**src/rtl/cpu_pkg.sv**
```systemverilog
// Shared encodings for the multicycle control unit: FSM states, opcodes,
// ALUOp/PCSrc codes and the DECODE dispatch helper.
package cpu_pkg;

  typedef enum logic [2:0] {
    ST_IDLE   = 3'd0,
    ST_FETCH  = 3'd1,
    ST_DECODE = 3'd2,
    ST_EXEC   = 3'd3,
    ST_MEM    = 3'd4,
    ST_WB     = 3'd5,
    ST_BRANCH = 3'd6,
    ST_JUMP   = 3'd7
  } state_t;

  localparam logic [3:0] OP_R    = 4'h0;
  localparam logic [3:0] OP_LW   = 4'h4;
  localparam logic [3:0] OP_SW   = 4'h5;
  localparam logic [3:0] OP_BEQ  = 4'h6;
  localparam logic [3:0] OP_ADDI = 4'h7;
  localparam logic [3:0] OP_J    = 4'h8;

  localparam logic [1:0] ALUOP_ADD   = 2'b00;
  localparam logic [1:0] ALUOP_SUB   = 2'b01;
  localparam logic [1:0] ALUOP_FUNCT = 2'b10;

  localparam logic [1:0] PCSRC_INC = 2'b00;
  localparam logic [1:0] PCSRC_BR  = 2'b01;
  localparam logic [1:0] PCSRC_JMP = 2'b10;

  // Returns ST_FETCH for any illegal opcode, which the caller flags as Illegal.
  function automatic state_t decode_target(input logic [3:0] op, input logic hi_nz);
    state_t t;
    if (hi_nz) begin
      t = ST_FETCH;
    end else begin
      case (op)
        OP_R, OP_LW, OP_SW, OP_ADDI: t = ST_EXEC;
        OP_BEQ:                      t = ST_BRANCH;
        OP_J:                        t = ST_JUMP;
        default:                     t = ST_FETCH;
      endcase
    end
    return t;
  endfunction

endpackage

```
**src/rtl/mem_wait_timer.sv**
```systemverilog
// Saturating count of memory-wait cycles; expired_o flags the cycle in which
// the count has reached TIMEOUT.
module mem_wait_timer #(
  parameter int TIMEOUT = 15
) (
  input  logic clk_i,
  input  logic rst_n_i,
  input  logic clear_i,
  input  logic inc_i,
  output logic expired_o
);

  localparam int CW = $clog2(TIMEOUT + 1);
  localparam logic [CW-1:0] LIMIT = CW'(TIMEOUT);

  logic [CW-1:0] cnt_q;
  logic [CW-1:0] cnt_d;

  // Next count: clear wins, otherwise count up and hold at LIMIT.
  always_comb begin
    cnt_d = cnt_q;
    if (clear_i) begin
      cnt_d = '0;
    end else if (inc_i && (cnt_q != LIMIT)) begin
      cnt_d = cnt_q + CW'(1);
    end else begin
      cnt_d = cnt_q;
    end
  end

  // Count register.
  always_ff @(posedge clk_i or negedge rst_n_i) begin
    if (!rst_n_i) begin
      cnt_q <= '0;
    end else begin
      cnt_q <= cnt_d;
    end
  end

  assign expired_o = (cnt_q == LIMIT);

endmodule

```
**src/rtl/multicycle_cu.sv**
```systemverilog
// Multicycle CPU control unit: FETCH/DECODE/EXEC/MEM/WB/BRANCH/JUMP FSM with a
// bounded memory wait that aborts back to FETCH with a MemErr pulse.
module multicycle_cu
  import cpu_pkg::*;
#(
  parameter int OPW     = 4,
  parameter int FW      = 4,
  parameter int TIMEOUT = 15
) (
  input  logic           Clock,
  input  logic           ResetN,
  input  logic [OPW-1:0] opcode,
  input  logic [FW-1:0]  funct,
  input  logic           Zero,
  input  logic           MemReady,
  output logic           RegDst,
  output logic           Branch,
  output logic           MemRead,
  output logic           MemWrite,
  output logic           RegWrite,
  output logic           MemToReg,
  output logic           ALUSrc,
  output logic [1:0]     ALUOp,
  output logic           PCWrite,
  output logic           IRWrite,
  output logic           IorD,
  output logic [1:0]     PCSrc,
  output logic [2:0]     State,
  output logic           InstrDone,
  output logic           Illegal,
  output logic           MemErr
);

  state_t          state_q, state_d;
  logic [3:0]      op_q, op_d;
  logic [FW-1:0]   funct_q, funct_d;
  logic            op_hi_nz_s;
  logic            expired_s;
  logic            timer_inc_s;
  logic            timer_clear_s;

  assign op_hi_nz_s = |(opcode >> 3'd4);
  assign State      = state_q;

  mem_wait_timer #(.TIMEOUT(TIMEOUT)) u_timer (
    .clk_i     (Clock),
    .rst_n_i   (ResetN),
    .clear_i   (timer_clear_s),
    .inc_i     (timer_inc_s),
    .expired_o (expired_s)
  );

  // Next state and Mealy control outputs; later phases use only latched op_q.
  always_comb begin
    state_d   = state_q;
    op_d      = op_q;
    funct_d   = funct_q;
    RegDst    = 1'b0;
    Branch    = 1'b0;
    MemRead   = 1'b0;
    MemWrite  = 1'b0;
    RegWrite  = 1'b0;
    MemToReg  = 1'b0;
    ALUSrc    = 1'b0;
    ALUOp     = ALUOP_ADD;
    PCWrite   = 1'b0;
    IRWrite   = 1'b0;
    IorD      = 1'b0;
    PCSrc     = PCSRC_INC;
    InstrDone = 1'b0;
    Illegal   = 1'b0;
    MemErr    = 1'b0;
    case (state_q)
      ST_IDLE: state_d = ST_FETCH;
      ST_FETCH: begin
        MemRead = 1'b1;
        if (MemReady) begin
          IRWrite = 1'b1;
          PCWrite = 1'b1;
          PCSrc   = PCSRC_INC;
          state_d = ST_DECODE;
        end else if (expired_s) begin
          MemErr  = 1'b1;
          state_d = ST_FETCH;
        end else begin
          state_d = ST_FETCH;
        end
      end
      ST_DECODE: begin
        op_d    = opcode[3:0];
        funct_d = funct;
        state_d = decode_target(opcode[3:0], op_hi_nz_s);
        if (decode_target(opcode[3:0], op_hi_nz_s) == ST_FETCH) begin
          Illegal = 1'b1;
        end else begin
          Illegal = 1'b0;
        end
      end
      ST_EXEC: begin
        case (op_q)
          OP_R: begin
            ALUOp   = ALUOP_FUNCT;
            state_d = ST_WB;
          end
          OP_ADDI: begin
            ALUSrc  = 1'b1;
            state_d = ST_WB;
          end
          OP_LW, OP_SW: begin
            ALUSrc  = 1'b1;
            state_d = ST_MEM;
          end
          default: state_d = ST_FETCH;
        endcase
      end
      ST_MEM: begin
        IorD = 1'b1;
        if (op_q == OP_LW) begin
          MemRead = 1'b1;
        end else begin
          MemWrite = 1'b1;
        end
        if (MemReady) begin
          if (op_q == OP_LW) begin
            state_d = ST_WB;
          end else begin
            InstrDone = 1'b1;
            state_d   = ST_FETCH;
          end
        end else if (expired_s) begin
          MemErr  = 1'b1;
          state_d = ST_FETCH;
        end else begin
          state_d = ST_MEM;
        end
      end
      ST_WB: begin
        RegWrite  = 1'b1;
        InstrDone = 1'b1;
        if (op_q == OP_R) begin
          RegDst = 1'b1;
        end else begin
          RegDst = 1'b0;
        end
        if (op_q == OP_LW) begin
          MemToReg = 1'b1;
        end else begin
          MemToReg = 1'b0;
        end
        state_d = ST_FETCH;
      end
      ST_BRANCH: begin
        Branch    = 1'b1;
        ALUOp     = ALUOP_SUB;
        PCSrc     = PCSRC_BR;
        PCWrite   = Zero;
        InstrDone = 1'b1;
        state_d   = ST_FETCH;
      end
      ST_JUMP: begin
        PCWrite   = 1'b1;
        PCSrc     = PCSRC_JMP;
        InstrDone = 1'b1;
        state_d   = ST_FETCH;
      end
      default: state_d = ST_IDLE;
    endcase
    // A fresh request (new state or retry after timeout) restarts the count.
    timer_inc_s   = ((state_q == ST_FETCH) || (state_q == ST_MEM)) && !MemReady;
    timer_clear_s = (state_d != state_q) || MemErr;
  end

  // State and latched instruction fields.
  always_ff @(posedge Clock or negedge ResetN) begin
    if (!ResetN) begin
      state_q <= ST_IDLE;
      op_q    <= 4'h0;
      funct_q <= '0;
    end else begin
      state_q <= state_d;
      op_q    <= op_d;
      funct_q <= funct_d;
    end
  end

endmodule
```
**config.mk**
```make
export PLATFORM = sky130hd
export DESIGN_NAME = multicycle_cu
export DESIGN_NICKNAME = d
export VERILOG_FILES = /design/src/rtl/cpu_pkg.sv /design/src/rtl/mem_wait_timer.sv /design/src/rtl/multicycle_cu.sv
export SDC_FILE = /design/constraint.sdc
export NUM_CORES = 1
export LEC_CHECK = 0
export ABC_AREA = 1
export CAP_MARGIN = 20
export CORE_MARGIN = 4
export CORE_UTILIZATION = 40
export DETAILED_ROUTE_END_ITERATION = 8
export PLACE_DENSITY = 0.78
export SLEW_MARGIN = 20
export SYNTH_ARGS = -nofsm -noshare
export SYNTH_HDL_FRONTEND = slang
export SYNTH_SLANG_ARGS = --single-unit
```
**constraint.sdc**
```tcl
create_clock -name Clock -period 2.35 [get_ports Clock]
set_input_delay 0.3525 -clock Clock [delete_from_list [all_inputs] [get_ports Clock]]
set_output_delay 0.3525 -clock Clock [all_outputs]
set_load 0.01 [all_outputs]
```
==> results of run 1 <==
[worst register-to-register path: stages, from the launching register on]
cell	delay, ns
dfrtp_1	0.43
inv_2	0.14
nand2_1	0.12
nor2_4	0.18
buf_4	0.13
nand2_1	0.05
nand3_1	0.06
nor2_1	0.04
nor2_1	0.07
[repair_timing]
action,in CTS,in global routing
endpoints found under the setup margin,0,4
gates resized for setup,0,3
hold endpoints to repair,0,0
buffers inserted,0,3
hold buffers,0,0
[flip-flops by register name, summed over array words and instances, names as in the netlist]
name,flops
State,3
op_q,4
u_timer.cnt_q,4
[metal layers]
layer / part of all wire / vias up
met5: 0 / -
met4: 0.0099 / 0
met3: 0.077 / 2
met2: 0.45 / 27
met1: 0.46 / 312
li1: - / 381
[power by group]
part / switching, mW / leakage, nW / internal [mW]
Sequential: 0.0853 / 0.141 / 0.260
Clock: 0.0703 / 0.0177 / 0.0631
Combinational: 0.316 / 0.351 / 0.282
Total: 0.471 / 0.510 / 0.605
[worst paths after layout]
| path | from | depth (start not counted) | slack [ns] | endpoint |
|---|---|---|---|---|
| worst max-delay path | State[2] | 6 | 0.1 | Illegal |
| worst min-delay path | ResetN | 1 | 0.41 | u_timer.cnt_q[1] |
| min in group Clock | u_timer.cnt_q[0] | 1 | 0.46 | u_timer.cnt_q[0] |
| worst max register to register | State[2] | 8 | 1.07 | State[0] |
| worst min register to register | u_timer.cnt_q[0] | 1 | 0.46 | u_timer.cnt_q[0] |
| max in group asynchronous | ResetN | 1 | 1.60 | State[1] |
[cells by family (layout without fill, tap and decap cells)]
group / count (synthesis) / after routing / synth area share
and+or+nand+nor: 58 / 58 / 0.379
buffers and inverters: 18 / 51 / 0.108
AOI/OAI and AO/OA: 12 / 12 / 0.0880
DFF: 11 / 11 / 0.395
adders and majority gates: 1 / 1 / 0.0180
xor gates and xnor gates: 1 / 1 / 0.0126
[metrics by stage]
| stage | hold WS, ns | instances |
|---|---|---|
| floorplan | 0.0569 | 101 |
| global placement | 0.449 | 143 |
| detailed placement | 0.456 | 143 |
| CTS | 0.430 | 147 |
| global route | 0.447 | 150 |
| finish | 0.411 | 150 |
[final cells by class]
| cell class | count | area share |
|---|---|---|
| Multi-Input combinational cell | 72 | 0.341 |
| Timing Repair Buffer | 31 | 0.291 |
| Clock buffer | 3 | 0.0217 |
| Clock inverter | 1 | 0.00481 |
| Tap cell | 16 | 0.0193 |
| Inverter | 16 | 0.0578 |
| Sequential cell | 11 | 0.265 |
[cells in the final DEF (no fill, tap or decap), drive strengths merged]
cell type      synthesis  routed
a21oi                  4       4
a31oi                  1       1
buf                    2       4
clkbuf                 0       3
clkdlybuf4s50          0      26
clkinv                 0       1
dfrtp                 11      11
dlymetal6s2s           0       1
ha                     1       1
inv                   16      16
nand2                 22      22
nand3                 10      10
nor2                  23      23
nor3                   3       3
o21ai                  7       7
xor2                   1       1
==> impl_metrics.ini, run 1 <==
[run_status]
status = complete, no violations

[routing]
first_pass_iters = 4
drt_first_iter_violations = 21
vias = 722
viasPerCell = 4.81
wl_per_cell_um = 11.5
postRouteAntennaNets = 0
drt-total-wl_um = 1720
drt_drc_violations_left = 0

[synthesis]
synthDistinctLibCells = 17
synth_commonest_cells = nor2_1 (22), nand2_1 (21), inv_1 (15)
syn_avg_cell_area_um2 = 6.90
synth_edf_count = 0
yosys_register_bits = 11
synth_top_area_frac = 0.395
syn-num-nets = 114
synth_area_um2 = 697
yosysMostFrequentCell = nor2_1
synth.area.top_cells = dfrtp_1 (39%), nor2_1 (12%), nand2_1 (11%), inv_1 (8.1%), nand3_1 (5.7%)
async_flop_share = 1.00
yosysWarnings = 0
yosysTopAreaCell = dfrtp_1
seq_area_frac_synth = 0.395
synth-main-ff-cell = dfrtp_1
synth_cells = 101

[finish]
diodes = 0
nets = 148
fillCellCount = 149
drive_gt1_frac = 0.127
syn2layout_area_growth_pct = 49.2
design_area_um2 = 1040
regArea_um2 = 275
final_util = 0.660
multiInputGateArea_um2 = 354

[clocking]
clk_pin_slew_ns = 0.08
cts_num_sinks = 11
cts_tree = yes
cts_buffers = 3
cts_buffer_depth = 2
cts_max_level = 1
clkLatencyLatePin_ns = 0.27
root_buffer = clkbuf_4

[critical_path]
critPathCaptureType = output pin
startpoint_type = flip-flop
cp_slowest_stage_delay_ns = 0.54
cp.required_ns = 2.00
path_class = flip-flop to output pin
crit_chain = inv_2, nand2_1, nor2_4, inv_1, nor2_1, clkdlybuf4s50_1
crit_family = buffers and inverters
critPathBufInv = 3
arrival_ns = 1.90
cp_slowest_cell = clkdlybuf4s50_1
crit_fanout = 7

[run]
drv_cap = 0

[global_routing]
grt_remaining_overflow = 0
met1_usage = 0.179
busiest_layer = met2
use_met2 = 0.218
grtUsageTotal = 0.141
grt_pass1_wl_um = 2670
grt_antenna_before_repair = 0
grt_max_degree = 12
grt_pass1_vias = 619
gr-usage-met3 = 0.0482

[sta]
slew_violations = 0
hold_violations = 0
min_period_ns = 2.25
tns_ns = 0
setup_ws_ns = 0.0985
period_share = 0.958
slew_headroom = 0.661
setup_violations = 0
clock_skew_ns = 0.00422
max_freq_mhz = 444
worst_slew_pin_slew_ns = 0.507

[pwr]
power_mw = 1.08
peakVddDrop_uv = 655
p_leak_nw = 0.510
power.density_nw_per_um2 = 1040

[place]
pre_cts_ws_ns = 0.223
dpl-instance-area_um2 = 980
finalWeightedCongestion = 0.787
dp_hpwl_um = 1400
portBuffers = 27

[floorplan]
die_w_um = 49.7
boundaryPins = 32
fp-row-count = 14
coreArea_um2 = 1580
die_height_um = 49.7
initial_utilization = 0.442
dieArea_um2 = 2470

[worst_hold_path]
hold_path.class = input pin to asynchronous set/reset pin
No activity file was read; power rests on OpenSTA's default activity.
==> run 2: changes to the inputs <==
- CORE_MARGIN: 4 -> 2
- GPL_ROUTABILITY_DRIVEN: unset -> 0
==> run 2 against run 1 <==
Critical path depth unchanged. Wire length decreased by 8.8%. Clock power decreased by 8%. Register-to-register slack got worse by 0.04 ns. First-iteration DRC count decreased by 29%. Fmax increased by 2.2%. Hold slack improved by 0.0066 ns. Global-route usage increased by 1.6 points. Critical endpoint is now PCWrite. Die area decreased by 15%. Cell count decreased by 0.67%. Design area decreased by 1.4%.
==> impl_metrics.ini, run 2 (synthesized netlist as in run 1, its figures left out) <==
[pwr]
p_seq_frac = 0.333
p_comb_frac = 0.548
p_int_uw = 591
clkPwrFrac = 0.119
p_leak_nw = 0.515
power.density_nw_per_um2 = 1010
switching_share = 0.432
power_mw = 1.04
p_sw_uw = 449
peakVddDrop_uv = 481

[floorplan]
fp-row-count = 15
boundaryPins = 32
die_w_um = 45.7
coreArea_um2 = 1690
initial_utilization = 0.413
die_height_um = 45.7
dieArea_um2 = 2090

[routing]
viasPerCell = 4.91
first_pass_iters = 4
wl_per_cell_um = 10.5
drt_drc_violations_left = 0
postRouteAntennaNets = 0
drt-total-wl_um = 1570
drt_first_iter_violations = 15
vias = 731

[global_routing]
grt_antenna_before_repair = 0
grt_max_degree = 12
grt_remaining_overflow = 0
grtUsageTotal = 0.157
grt_pass1_wl_um = 2370
grt_pass1_vias = 579

[finish]
layout_commonest_cell = clkdlybuf4s50_1
layout_common_cells = clkdlybuf4s50_1 (25), nor2_1 (22), nand2_1 (21)
drive_gt1_frac = 0.0985
final_util = 0.607
design_area_um2 = 1020
nets = 146
diodes = 0
syn2layout_area_growth_pct = 47.0

[clocking]
clkLatencyLatePin_ns = 0.26
cts_max_level = 1
cts_tree = yes
cts_buffers = 3
root_buffer = clkbuf_4
cts_buffer_depth = 2
cts_num_sinks = 11
clk_pin_slew_ns = 0.07

[place]
dpl-instance-area_um2 = 973
dp_hpwl_um = 1250
portBuffers = 27

[sta]
slew_headroom = 0.677
hold_violations = 0
clock_skew_ns = 0.00317
setup_violations = 0
holdWs_ns = 0.417
period_share = 0.938
worst_slew_pin_slew_ns = 0.483
max_freq_mhz = 454
rsz0062_at_grt = no
min_period_ns = 2.20
slew_violations = 0
tns_ns = 0

[critical_path]
crit_chain = inv_2, nand3_2, nor2_1, inv_1, nand2_1, clkdlybuf4s50_1
cp_slowest_stage_delay_ns = 0.53
critPathCaptureType = output pin
path_class = flip-flop to output pin
startpoint_type = flip-flop
cp_slowest_cell = clkdlybuf4s50_1
cp.required_ns = 2.00
arrival_ns = 1.85
crit_fanout = 7

[worst_hold_path]
hold_path.class = input pin to asynchronous set/reset pin

[run]
drv_cap = 0

[run_status]
status = complete, no violations
run 2: stage by stage:
stage | setup slack (ns) | std cells
6_report | 0.146 | 149
3_5_place_dp | 0.184 | 143
3_3_place_gp | 0.187 | 143
2_1_floorplan | 0.766 | 101
4_1_cts | 0.0759 | 147
5_1_grt | 0.0315 | 149
run 2: worst max-delay path: cells and delay by family, from the launching register on:
kind	cells	cell delay [ns]
and+or+nand+nor	3	0.39
DFF	1	0.44
buffers and inverters	3	0.77
run 2: layout make-up:
cell class	instances	area, um^2
clock buffer	4	26.3
fill	147	664
inverter	16	60.1
multi-input combinational	72	352
sequential	11	275
tap	17	21.3
timing repair buffer	29	290
run 2: worst paths after layout:
path,depth (start not counted),slack [ns],startpoint,end
worst max-delay path,6,0.15,State[2],PCWrite
worst min-delay path,1,0.42,ResetN,u_timer.cnt_q[0]
worst max register to register,8,1.03,State[2],State[0]
worst min register to register,1,0.47,u_timer.cnt_q[0],u_timer.cnt_q[0]
max in group asynchronous,1,1.60,ResetN,State[2]
min in group Clock,1,0.47,u_timer.cnt_q[0],u_timer.cnt_q[0]
run 2: metal layers:
layer,wire (um),share of wire,up-vias,GRT usage
li1,-,-,378,-
met1,687,0.44,316,0.184
met2,760,0.48,33,0.287
met3,101,0.064,4,0.0238
met4,18,0.011,0,0.0571
met5,0,0,-,0
run 2: repair_timing:
item / 4_1_cts / 5_1_grt
buffers inserted: 0 / 2
endpoints found under the setup margin: 0 / 3
gates resized for setup: 0 / 3
hold buffers: 0 / 0
endpoints found under the hold margin: 0 / 0
run 2: power by group through the flow:
stage          Combinational (mW)  Sequential, mW  Clock, mW
2_1_floorplan               0.317           0.341          0
3_3_place_gp                0.544           0.341          0
3_5_place_dp                0.551           0.346          0
4_1_cts                     0.554           0.342      0.127
5_1_grt                     0.638           0.355      0.137
6_report                    0.570           0.346      0.123
==> run 3: changes to the inputs <==
- GPL_TIMING_DRIVEN: unset -> 0
==> run 3 against run 2 <==
Clock power hardly changed. Design area is 0.73% higher. Clock skew is 0.0014 ns lower. Critical path depth stayed put. Non-clock buffer count is 1 higher. Wire length is 4.5% higher. Sequential share of layout area is 0.20 points lower. First-iteration DRC count is 13% higher. Combinational power is 0.7% lower. Register-to-register slack better by 0.03 ns. Hold slack better by 0.0061 ns. Sequential power hardly changed. Critical path type unchanged. Critical endpoint is now Illegal.
==> impl_metrics.ini, run 3 (synthesized netlist as in run 1, its figures left out) <==
[routing]
drt_drc_violations_left = 0
wl_per_cell_um = 10.9
vias = 752
postRouteAntennaNets = 0
viasPerCell = 5.01
drt_first_iter_violations = 17
drt-total-wl_um = 1640
first_pass_iters = 4

[place]
pre_cts_ws_ns = 0.191
dp_hpwl_um = 1370
placed_cells = 145
portBuffers = 27

[sta]
hold_violations = 0
setup_ws_ns = 0.140
rsz0062_at_grt = no
max_freq_mhz = 453
slew_headroom = 0.673
min_period_ns = 2.21
clock_skew_ns = 0.00181
period_share = 0.940
slew_violations = 0
tns_ns = 0
setup_violations = 0
worst_slew_pin_slew_ns = 0.489

[global_routing]
grt_pass1_vias = 620
grt_antenna_before_repair = 0
grt_pass1_wl_um = 2590
grtUsageTotal = 0.169
grt_remaining_overflow = 0
grt_max_degree = 12

[run_status]
status = complete, no violations

[critical_path]
critPathBufInv = 3
crit_family = buffers and inverters
r2r-end = State[0]
cp.required_ns = 2.00
cp_slowest_stage_delay_ns = 0.54
crit_fanout = 7
crit_chain = inv_2, nand2_1, nor2_4, inv_1, nor2_1, clkdlybuf4s50_1
critPathCaptureType = output pin
arrival_ns = 1.86
startpoint_type = flip-flop
cp_slowest_cell = clkdlybuf4s50_1
path_class = flip-flop to output pin
r2r_cells = 8
rr_startpoint = State[2]
r2r_slack_ns = 1.06

[floorplan]
die_w_um = 45.7
fp-row-count = 15
coreArea_um2 = 1690
boundaryPins = 32
dieArea_um2 = 2090
die_height_um = 45.7
initial_utilization = 0.413

[finish]
layout_common_cells = clkdlybuf4s50_1 (26), nor2_1 (21), nand2_1 (21)
nets = 147
diodes = 0
syn2layout_area_growth_pct = 48.1
final_cells = 150
drive_gt1_frac = 0.113
layout_commonest_cell = clkdlybuf4s50_1

[clocking]
cts_num_sinks = 11
cts_buffer_depth = 2
clk_pin_slew_ns = 0.07
cts_buffers = 3
clkLatencyLatePin_ns = 0.26
cts_max_level = 1
root_buffer = clkbuf_4
cts_tree = yes

[worst_hold_path]
hold_path.class = input pin to asynchronous set/reset pin

[run]
drv_cap = 0

[pwr]
peakVddDrop_uv = 511
power_mw = 1.03
power.density_nw_per_um2 = 1000
p_leak_nw = 0.503
-- run 3: changes by cell type in the layout (fill, tap and decap cells not counted), sizes merged --
cell	before	now
buf	2	3
dlymetal6s2s	2	1
clkdlybuf4s50	25	26
-- run 3: how the worst max path moves through the flow --
stage / startpoint / endpoint / cells after the start
final: State[2] / Illegal / 6
after global routing: State[0] / MemWrite / 4
after CTS: State[0] / PCWrite / 4
after detailed placement: MemReady / PCWrite / 6
after global placement: MemReady / PCWrite / 6
after floorplan: State[1] / PCWrite / 4
-- run 3: report_power, final --
part | switching [mW] | leakage (nW) | internal [mW]
Combinational | 0.303 | 0.346 | 0.263
Clock | 0.0575 | 0.0150 | 0.0655
Sequential | 0.0853 | 0.141 | 0.261
Total | 0.446 | 0.503 | 0.589
-- run 3: cell type report --
cell class / instances / area [um^2]
inverter: 16 / 60.1
sequential: 11 / 275
timing repair buffer: 28 / 280
buffer: 2 / 15.0
tap: 17 / 21.3
fill: 163 / 657
clock buffer: 4 / 26.3
multi-input combinational: 72 / 354
-- run 3: through the flow --
stage	hold slack [ns]	instance area (um^2)	utilization
4_1_cts	0.434	1010	0.601
3_3_place_gp	0.443	988	0.585
6_report	0.423	1030	0.611
5_1_grt	0.456	1030	0.611
2_1_floorplan	0.0569	697	-
3_5_place_dp	0.456	988	0.585
-- run 3: routing by layer --
layer,GRT usage,vias to the layer above,routed length (um)
li1,-,379,-
met1,0.190,344,666
met2,0.321,25,850
met3,0.0159,4,90
met4,0.0629,0,31
met5,0,-,0
-- run 3: what timing repair did --
action | 4_1_cts | 5_1_grt
gates resized for setup | 0 | 3
hold buffers | 0 | 0
buffers inserted | 0 | 1
setup endpoints to repair | 0 | 5
==> RTL change, RTL diff (config.mk and constraints of run 2) <==
Make the reset (`ResetN` and `rst_n_i`) synchronous in 2 clocked blocks.
--- a/src/rtl/mem_wait_timer.sv
+++ b/src/rtl/mem_wait_timer.sv
@@ -30,5 +30,5 @@
 
   // Count register.
-  always_ff @(posedge clk_i or negedge rst_n_i) begin
+  always_ff @(posedge clk_i) begin
     if (!rst_n_i) begin
       cnt_q <= '0;
--- a/src/rtl/multicycle_cu.sv
+++ b/src/rtl/multicycle_cu.sv
@@ -172,5 +172,5 @@
 
   // State and latched instruction fields.
-  always_ff @(posedge Clock or negedge ResetN) begin
+  always_ff @(posedge Clock) begin
     if (!ResetN) begin
       state_q <= ST_IDLE;
Function: differs if ResetN is asserted again (counterexample within 4 cycles, from zero or initial values and one cycle with ResetN low); with ResetN held inactive, the same outputs for 10 cycles.
==> RTL change against run 2 <==
  * Non-clock buffer count down 2
  * Sequential cell count unchanged
  * Critical path type unchanged
  * Wire length up 3.2%
  * Synthesized area up 3.4%
  * Via count up 9.2%
  * Clock skew down 0.0023 ns
  * Highest routed layer unchanged
  * Worst setup slack better by 0.011 ns
  * First-iteration DRC count unchanged
  * Synthesized cell count up 15%
  * Cell area up 1.6%
Power is not compared: it rests on default switching activity, and its combinational part moved more than twofold at a synthesized area within 25%.
==> RTL change: results (changes against run 2) <==
Yosys
  – Adder-cell share of the synthesized area: 0.0174 (-0.000592)
  – Synth top area cells: dfxtp_1 31%, nand2_1 13%, nor2_1 9.4%
  – Post-synthesis compound-gate area fraction: 0.128 (+0.0405)
  – Mux contribution to synthesized area: 0 (unchanged)
  – Syn_nets: 129 (+13%)
  – Synth Flop Type: dfxtp_1
  – Sequential share of the synthesized area: 0.306 (-0.0894)
  – Post-synth top cells: 25 x nand2_1, 18 x nor2_1, 15 x inv_1, 12 x a21oi_1, 11 x dfxtp_1
  – Post-synthesis xor/xnor area fraction: 0.0243 (+0.0117)
  – Distinct cells, synth: 21 (+4)
  – Post-synthesis async set-or-reset flop share: 0 (-1.00)
  – Synth warn: 0 (unchanged)

Clock tree
  – Post-CTS setup buffers: 0 (unchanged)
  – H-tree depth: 1 (unchanged)
  – CTS max path bufs: 2 (unchanged)
  – Worst-path clk slew: 0.06 ns

Route
  – Met2 wire len: 739 um (-2.8%)
  – Vias: 798 (+9.2%)
  – Post-DR wirelength/cell: 9.52 um (-9.6%)
  – DRT iter0 DRCs: 15 (unchanged)
  – Routed met1 length: 755 um (+9.9%)
  – Met3 routed WL: 86 um (-15%)

Global route
  – Pin count of the biggest net entering global routing: 10 (-2)
  – Initial antenna violation count: 0 (unchanged)
  – GRT Total Usage: 0.167 (+0.00929)
  – Global-route track usage on met2: 0.272 (-0.0151)
  – Met1 Usage GRT: 0.206 (+0.0221)
  – Vias in the first global route: 651 (+12%)
  – Met3 Use GR: 0.0157 (-0.00812)
  – First-pass GRT wire length: 2.55 mm (+7.9%)

Setup path
  – Reg2reg path depth: 7 (-1)
  – Worst R2R Start: u_timer.cnt_q[0]$_SDFFE_PP0P_
  – FF-to-FF End: u_timer.cnt_q[3]$_SDFFE_PP0P_
  – Max FO, Critical Path: 6 (-1)
  – Register-to-register setup slack: 1.06 ns (+0.03 ns)

STA
  – Worst-margin pin slew: 0.325 ns (-0.158 ns)
  – Clock Skew: 0.000869 ns (-0.00230 ns)

Cells and area
  – # diodes: 0 (unchanged)
  – NumNets Final: 159 (+8.9%)
  – Share of layout cells above drive strength 1: 0.131 (+0.0325)

Power
  – Worst vdd ir: 0.327 mV

Worst hold path
  – Min-Delay Path Class: reg -> reg

Placement
  – Placed cell area: 1010 um^2 (+3.5%)
  – Post-DP HPWL: 1.32 mm (+5.6%)

Outcome
  – Status: completed
## RTL change: final cells by class
type / count / area, um^2
timing repair buffer: 27 / 270
fill: 160 / 667
multi-input combinational: 82 / 414
tap: 25 / 31.3
inverter: 21 / 78.8
sequential: 11 / 220
clock buffer: 4 / 26.3
## RTL change: report_power, final
group          total, mW  switching (mW)  internal [mW]
combinational      0.151          0.0818         0.0688
clock              0.124          0.0582         0.0657
sequential         0.211          0.0139          0.197
## RTL change: cells by family (layout without fill, tap and decap cells)
kind of cell             Yosys count  count (layout)
flip-flops                        11              11
XOR/XNOR                           2               2
AO/OA/AOI/OAI                     18              18
buffers and inverters             23              52
AND/OR/NAND/NOR                   61              61
adder cells (fa/ha/maj)            1               1
## RTL change: worst max path at each step
stage | start | slack (ns) | to
after floorplan | State[2]$_SDFF_PN0_ | 0.70 | PCWrite
after global placement | MemReady | 0.25 | PCWrite
after detailed placement | MemReady | 0.20 | PCWrite
after CTS | State[2]$_SDFF_PN0_ | 0.03 | PCWrite
after global routing | State[2]$_SDFF_PN0_ | 0.04 | PCWrite
final | State[2]$_SDFF_PN0_ | 0.16 | PCWrite
## RTL change: repair_timing
action	in CTS	in global routing
setup endpoints to repair	0	1
resized for setup	0	2
hold buffers	0	0
## RTL change: stage by stage
stage	cells	hold WS (ns)	setup WS (ns)
2_1_floorplan	116	0.443	0.695
4_1_cts	170	0.473	0.0317
6_report	170	0.476	0.157
5_1_grt	170	0.511	0.0430
3_5_place_dp	166	0.464	0.197
3_3_place_gp	166	0.460	0.246
## RTL change: critical path: cells and delay by family (launching register included)
family | cells | cell delay [ns]
AOI/OAI and AO/OA | 1 | 0.09
buffers and inverters | 2 | 0.65
and+or+nand+nor | 2 | 0.31
DFF | 1 | 0.51
